$ cat config.mk
export PLATFORM = sky130hd
export DESIGN_NAME = ula_param
export DESIGN_NICKNAME = d
export VERILOG_FILES = /design/src/rtl/ula_param.sv
export SDC_FILE = /design/constraint.sdc
export NUM_CORES = 1
export LEC_CHECK = 0
export ABC_AREA = 1
export BUFFER_PORTS_ARGS = -buffer_cell sky130_fd_sc_hd__buf_2
export CORE_AREA = 2 2 77 79
export CTS_BUF_LIST = sky130_fd_sc_hd__clkbuf_4
export DETAILED_ROUTE_END_ITERATION = 16
export DIE_AREA = 0 0 79 81
export GPL_TIMING_DRIVEN = 0
export MAX_ROUTING_LAYER = met4
export PLACE_DENSITY = 0.69
export SLEW_MARGIN = 30
export SYNTH_ARGS = -nofsm -noshare
export SYNTH_HDL_FRONTEND = slang
export SYNTH_SLANG_ARGS = --single-unit
$ cat constraint.sdc
create_clock -name clk -period 1.85 [get_ports clk]
set_clock_uncertainty 0.15 [all_clocks]
set_input_delay 0.185 -clock clk [delete_from_list [all_inputs] [get_ports clk]]
set_output_delay 0.185 -clock clk [all_outputs]
set_load 0.01 [all_outputs]
$ cat src/rtl/ula_param.sv
// ula_param: WIDTH-bit pipelined ALU with valid/ready input, registered flags.
// Ports: clk, rst (sync, active-high); a_in, b_in, opcode_in, valid_in in;
//   ready_in, s, valid_out, carry, zero, negativo, overflow out.
// Build option: ULA_MUL_EN enables the iterative shift-add multiplier (op 111).
module ula_param #(
    parameter int WIDTH = 8
) (
    input  logic             clk,
    input  logic             rst,
    input  logic [WIDTH-1:0] a_in,
    input  logic [WIDTH-1:0] b_in,
    input  logic [2:0]       opcode_in,
    input  logic             valid_in,
    output logic             ready_in,
    output logic [WIDTH-1:0] s,
    output logic             valid_out,
    output logic             carry,
    output logic             zero,
    output logic             negativo,
    output logic             overflow
);

    localparam logic [2:0] OP_ADD = 3'b000;
    localparam logic [2:0] OP_SUB = 3'b001;
    localparam logic [2:0] OP_AND = 3'b010;
    localparam logic [2:0] OP_OR  = 3'b011;
    localparam logic [2:0] OP_XOR = 3'b100;
    localparam logic [2:0] OP_SHL = 3'b101;
    localparam logic [2:0] OP_SHR = 3'b110;
    localparam logic [2:0] OP_MUL = 3'b111;

    logic [WIDTH-1:0] a_q, b_q;
    logic [2:0]       op_q;
    logic             v_q;
    logic             accept;

    assign accept = valid_in && ready_in;

    // Input stage
    always_ff @(posedge clk) begin
        if (rst) begin
            v_q  <= 1'b0;
            a_q  <= '0;
            b_q  <= '0;
            op_q <= OP_ADD;
        end else begin
            v_q <= accept;
            if (accept) begin
                a_q  <= a_in;
                b_q  <= b_in;
                op_q <= opcode_in;
            end
        end
    end

    // Single-cycle datapath
    logic [WIDTH:0]   sum, diff;
    logic [WIDTH-1:0] res_d;
    logic             c_d, ov_d;

    assign sum  = {1'b0, a_q} + {1'b0, b_q};
    // Bit WIDTH of the extended difference is the unsigned borrow
    assign diff = {1'b0, a_q} - {1'b0, b_q};

    always_comb begin
        res_d = '0;
        c_d   = 1'b0;
        ov_d  = 1'b0;
        unique case (op_q)
            OP_ADD: begin
                res_d = sum[WIDTH-1:0];
                c_d   = sum[WIDTH];
                ov_d  = (a_q[WIDTH-1] == b_q[WIDTH-1]) &&
                        (sum[WIDTH-1] != a_q[WIDTH-1]);
            end
            OP_SUB: begin
                res_d = diff[WIDTH-1:0];
                c_d   = diff[WIDTH];
                ov_d  = (a_q[WIDTH-1] != b_q[WIDTH-1]) &&
                        (diff[WIDTH-1] != a_q[WIDTH-1]);
            end
            OP_AND: res_d = a_q & b_q;
            OP_OR:  res_d = a_q | b_q;
            OP_XOR: res_d = a_q ^ b_q;
            OP_SHL: begin
                res_d = {a_q[WIDTH-2:0], 1'b0};
                c_d   = a_q[WIDTH-1];
            end
            OP_SHR: begin
                res_d = {1'b0, a_q[WIDTH-1:1]};
                c_d   = a_q[0];
            end
            OP_MUL: begin
                res_d = '0;
            end
        endcase
    end

`ifdef ULA_MUL_EN
    localparam int CW = $clog2(WIDTH + 1);

    typedef enum logic {S_IDLE, S_MUL} state_t;

    state_t             state_q;
    logic [2*WIDTH-1:0] mcand_q, acc_q, acc_step;
    logic [WIDTH-1:0]   mplier_q;
    logic [CW-1:0]      cnt_q;
    logic               mul_pend;

    assign mul_pend = v_q && (op_q == OP_MUL);
    assign ready_in = (state_q == S_IDLE) && !mul_pend;
    assign acc_step = acc_q + (mplier_q[0] ? mcand_q : '0);

    // Control FSM plus output stage
    always_ff @(posedge clk) begin
        if (rst) begin
            state_q   <= S_IDLE;
            mcand_q   <= '0;
            mplier_q  <= '0;
            acc_q     <= '0;
            cnt_q     <= '0;
            s         <= '0;
            carry     <= 1'b0;
            zero      <= 1'b0;
            negativo  <= 1'b0;
            overflow  <= 1'b0;
            valid_out <= 1'b0;
        end else begin
            valid_out <= 1'b0;
            unique case (state_q)
                S_IDLE: begin
                    if (v_q && !mul_pend) begin
                        s         <= res_d;
                        carry     <= c_d;
                        overflow  <= ov_d;
                        zero      <= (res_d == '0);
                        negativo  <= res_d[WIDTH-1];
                        valid_out <= 1'b1;
                    end else if (mul_pend) begin
                        mcand_q  <= {{WIDTH{1'b0}}, a_q};
                        mplier_q <= b_q;
                        acc_q    <= '0;
                        cnt_q    <= CW'(WIDTH);
                        state_q  <= S_MUL;
                    end
                end
                S_MUL: begin
                    acc_q    <= acc_step;
                    mcand_q  <= mcand_q << 1;
                    mplier_q <= mplier_q >> 1;
                    cnt_q    <= cnt_q - 1'b1;
                    // Last step: acc_step already holds the full product
                    if (cnt_q == CW'(1)) begin
                        s         <= acc_step[WIDTH-1:0];
                        carry     <= |acc_step[2*WIDTH-1:WIDTH];
                        overflow  <= |acc_step[2*WIDTH-1:WIDTH];
                        zero      <= (acc_step[WIDTH-1:0] == '0);
                        negativo  <= acc_step[WIDTH-1];
                        valid_out <= 1'b1;
                        state_q   <= S_IDLE;
                    end
                end
            endcase
        end
    end
`else
    assign ready_in = 1'b1;

    // Output stage; opcode 111 yields the all-zero result from res_d
    always_ff @(posedge clk) begin
        if (rst) begin
            s         <= '0;
            carry     <= 1'b0;
            zero      <= 1'b0;
            negativo  <= 1'b0;
            overflow  <= 1'b0;
            valid_out <= 1'b0;
        end else begin
            valid_out <= v_q;
            if (v_q) begin
                s        <= res_d;
                carry    <= c_d;
                overflow <= ov_d;
                zero     <= (res_d == '0);
                negativo <= res_d[WIDTH-1];
            end
        end
    end
`endif

endmodule

Yosys cells after proc, flatten, opt, wreduce, memory -nomap -nowiden:

Index checks and enable logic that the tools add are counted.
Widths: inputs -> output; s select.

* add/sub/neg operators: 2
* eq/ne operators: 11
* multiplexer cells: 3
* bitwise operators: 3
* reductions and logical operators: 4

Operator list (number)
* $pmux 8 s8: 1
* $eq 3x3->1 const B: 4
* $add 8x8->9: 1
* $sub 8x8->9: 1
* $and 8x8->8: 1
* $logic_not 8->1: 1
* $or 8x8->8: 1
* $xor 8x8->8: 1
* $eq 3x2->1 const B: 2
* $pmux 1 s4: 1
* $eq 3x1->1 const B: 1
* $logic_not 3->1: 1
* $ne 1x1->1: 3
* $logic_and 1x1->1: 2
* $pmux 1 s2: 1
* $eq 1x1->1: 1

* register bits: 33
* input port bits: 22
* output and inout bits: 14
* logic and storage cells: 33

Depth between registers and ports, before layout:

* word-level depth: 4
* gate-level depth with buffers: 15
* mapped depth without buffers: 15

Worst setup path before layout:

No wires, ideal clock.

* path kind: reg2reg
* start: register a_q[0]
* end: register zero
* setup time: 0.070 ns
* data arrival time: 1.752 ns
* data required time: 1.630 ns
* path slack: -0.122 ns
* stages on the path, launching flop included: 16
* path buffers: 0
* clock period less this slack: 1.972 ns
* path through: dfxtp_1 > inv_1 > ha_1 > inv_1 > fa_1 > inv_1 > nand2_1 > nand2_1 > nor2_1 > nor2_1 > nand3_1 > nor2_1 > nand2_1 > nor2_1 > nand4_1 > a21oi_1

* word-level cells in the longest chain between the ends: 3
* elaborated cells between the ends (all ways): 7
* those cells by class: 2 x add/sub; 1 x mux; 3 x bitwise; 1 x reduce/logical

RTL lines
* start, declared: line 32 `logic [WIDTH-1:0] a_q, b_q;`
* start signal, assigned: line 49 `a_q <= a_in;`
* $sub 8x8->9 (tied with other cells): line 63 `assign diff = {1'b0, a_q} - {1'b0, b_q};`
* $pmux 8 s8 *: line 69 `unique case (op_q)`
* $logic_not 8->1 *: line 184 `zero <= (res_d == '0);`
* end signal, assigned: line 184
* end, declared: line 18 `output logic zero,`

Mark *: on every way between the ends. The rest lies on a longest branch, timed or not.
A chain may end at the register's enable or synchronous reset.

Worst setup path in the final report:

Ends and elaborated chain as after synthesis.

==> metrics.csv <==
metric,value,unit
overall via count from detail_route,2916,
Static Leak,1.67,nW
count of yosys warnings during synthesis,0,
max capacitance violation total,0,
met3 Usage GRT,4.11,%
Power Density,634,mW/mm^2
share of Yosys cell area claimed by the top area cell type,26.2,%
Worst path slowest cell,fa_2,
Final Hold Vio Count,1,
largest net degree at the start of global routing,12,
clock-pin slew on the worst setup and hold paths,0.12,ns
CTS tree,built,
CTS Root Cell,clkbuf_4,
Mean Syn Cell Area,6.39,um^2
Synth-to-Final Area Change,43.9,%
main area contributors after synthesis,"dfxtp_1 26%, ha_1 12%, nand2_1 11%, a21oi_1 7.6%, nand3_1 7.4%",
minimum hold slack,-0.000539,ns
portion of the post-synthesis area used by sequential elements,26.2,%
routed wire length per instance,15.1,um
Area after DPL,0.00275,mm^2
fraction of final layout cells with drive strength greater than 1,34.3,%
met2 usage in global routing,41.7,%
total inserted antenna cells,0,
global placer's final weighted congestion,0.949,
total half-perimeter wirelength after legalization and detailed placement,5690,um
global-route usage over all layers,25.9,%
cell taking the most area after synthesis,dfxtp_1,
number of remaining DRC errors,0,
status,"finished, violations left",
number of antenna violations at the first check in global routing,0,
total power,2.23,mW
layer carrying the most global-route usage,met2,
critical-path cell list,inv_4 -> ha_4 -> inv_4 -> fa_2 -> nand3_2 -> nand3_2 -> nor2_2 -> nor2_2 -> nor2_2 -> nand2_1 -> nor2_1 -> nand4_1 -> a21oi_1,
maximum ir drop on the vdd rail,0.000471,V
CP Class,reg -> reg,
dominant cell type by count on the critical path,nor2_2,
required time of the critical path,1.99,ns
highest fanout seen on the critical path,3,
placed cells,491,
FMAX,469,MHz
Worst Path Arrival,2.27,ns
net count after synthesis,430,
Max Buffers Root-to-Sink,2,
fin cells,541,
final core utilization,61.9,%
Worst Reg-to-Reg Cells,13,
iteration-0 DRC count of the detailed router,181,
die span in y,81,um
critical register-to-register path startpoint,a_q[0]$_SDFFE_PP0P_,
Setup crit end kind,register,
antenna violation net count after detailed routing,0,
violated checks,"negative hold slack, negative setup slack",
worst hold path depth,3,
Clock Latency Late Sink,0.34,ns
Yosys cell types,25,
first-pass iteration count of the detailed router,6,
Via density,5.39,
final-report max-slew violation count,0,
combined area of all synthesized cells,0.00244,mm^2
core area,0.00568,mm^2
# nets final,513,
# rows,28,
GR Util met1,31.3,%
startpoint of the tightest hold check path,opcode_in[1],
TNS Setup,-1.16,ns
Port Buffers,34,
io pins,36,
number of global-route vias before repair,2694,
minimum setup slack among reg-to-reg paths,-0.28,ns
post-layout minimum cycle time,2.13,ns
Overflow after GRT,0,
global-route wire length before repair,12500,um
Critical R2R Capture,zero$_SDFFE_PP0P_,
share of the clock period used by the worst path,115,%
Total Wirelength,8190,um
filler cell count,539,
multi-input combinational cell area,0.00178,mm^2
final setup fails,9,
count of state elements after synthesis,32,
CP startpoint,a_q[0]$_SDFFE_PP0P_,
final design area excluding fillers,0.00351,mm^2
RSZ-0062 raised after global routing,yes,
end point of the worst hold path,op_q[1]$_SDFFE_PP0P_,
number of clock buffers inserted by TritonCTS,5,
setup slack of the critical path after layout,-0.283,ns
die width,79,um
area of the die,0.00640,mm^2
kind of path behind the tightest hold check,in -> reg,
Setup crit start kind,register,
instance count of the mapped netlist,382,
total area of sequential cells,667,um^2
Post-Place Setup Slack,-0.407,ns
clock tree sinks,32,
effective utilization at floorplan,43.0,%
CTS H-Tree Depth,2,
"slowest stage delay, CP",0.45,ns
[flip-flops by register name, indices dropped and copies added, names as in the netlist]
signal     cells
valid_out      1
s              8
op_q           3
a_q            8
v_q            1
overflow       1
carry          1
b_q            8
zero           1
[cell usage after synthesis]
master	number
inv_1	48
nor3_1	3
a21oi_1	37
conb_1	1
clkbuf_1	7
o22ai_1	2
a31oi_1	1
buf_6	1
o21ai_0	36
xor2_1	2
nand2_1	72
nor2_1	45
nor2_2	1
o211ai_1	1
nand3_1	36
buf_2	3
ha_1	24
dfxtp_1	32
nand4_1	17
o21bai_1	1
inv_2	3
buf_4	5
a21o_1	1
o21ai_1	1
fa_1	2
[what timing repair did]
item | CTS | global route
endpoints found under the hold margin | 20 | 0
gates resized for setup | 54 | 45
hold buffers | 17 | 0
cloned | 0 | 2
endpoints found under the setup margin | 10 | 20
pin swaps | 16 | 27
buffers inserted | 15 | 12
[logic make-up (layout without fill, tap and decap cells)]
| logic type | after synthesis | count (layout) | share of synthesized area, % |
|---|---|---|---|
| AND/OR/NAND/NOR | 174 | 174 | 30.6 |
| AO/OA/AOI/OAI | 80 | 80 | 16.9 |
| buffers and inverters | 67 | 151 | 11.5 |
| flip-flops | 32 | 32 | 26.2 |
| adder cells (fa/ha/maj) | 26 | 26 | 13.9 |
| XOR/XNOR | 2 | 2 | 0.717 |
| other | 1 | 1 | 0.154 |
[layout make-up]
cell class,count,area share (%)
plain buffers,15,2.99
clock buffers,5,1.07
clock inverters,3,1.21
inverters,51,5.98
multi-input cells,283,50.8
flip-flops and latches,32,19.0
well taps,75,2.67
repair buffers,77,16.3
[where the power goes]
group / switching, mW / total, mW / internal (mW)
clock: 0.265 / 0.547 / 0.282
sequential: 0.0394 / 0.775 / 0.736
combinational: 0.512 / 0.905 / 0.392
total: 0.817 / 2.23 / 1.41
[worst max path at each step]
stage / slack (ns) / cells after the start / end
floorplan: -0.07 / 13 / zero$_SDFFE_PP0P_
global placement: -0.38 / 9 / zero$_SDFFE_PP0P_
detailed placement: -0.41 / 15 / zero$_SDFFE_PP0P_
CTS: -0.32 / 15 / zero$_SDFFE_PP0P_
global route: -0.39 / 13 / zero$_SDFFE_PP0P_
finish: -0.28 / 13 / zero$_SDFFE_PP0P_
[layer usage]
layer | routed length, um | share of wire [%]
met5 | 0 | 0
met4 | 293 | 3.6
met2 | 3950 | 48
met1 | 3540 | 43
met3 | 418 | 5.1
[critical path, delay by kind of cell (launching register included)]
kind | cells | cell delay (ns)
AND/OR/NAND/NOR | 8 | 0.69
adder cells (fa/ha/maj) | 2 | 0.61
buffers and inverters | 2 | 0.11
AO/OA/AOI/OAI | 1 | 0.13
flip-flops | 1 | 0.39
[placed cells by master (no fill, tap or decap), drive strengths merged, types with 2 or more instances in the layout]
cell and n:
inv 50, a21oi 37, o22ai 2, fa 2
buf 66, nand4 17, o21ai 37, nor2 46
clkinvlp 2, xor2 2, ha 24, dlygate4sd3 17
nand2 72, nand3 36, nor3 3, dfxtp 32
clkbuf 14
Power figures use the tool's default switching activity.
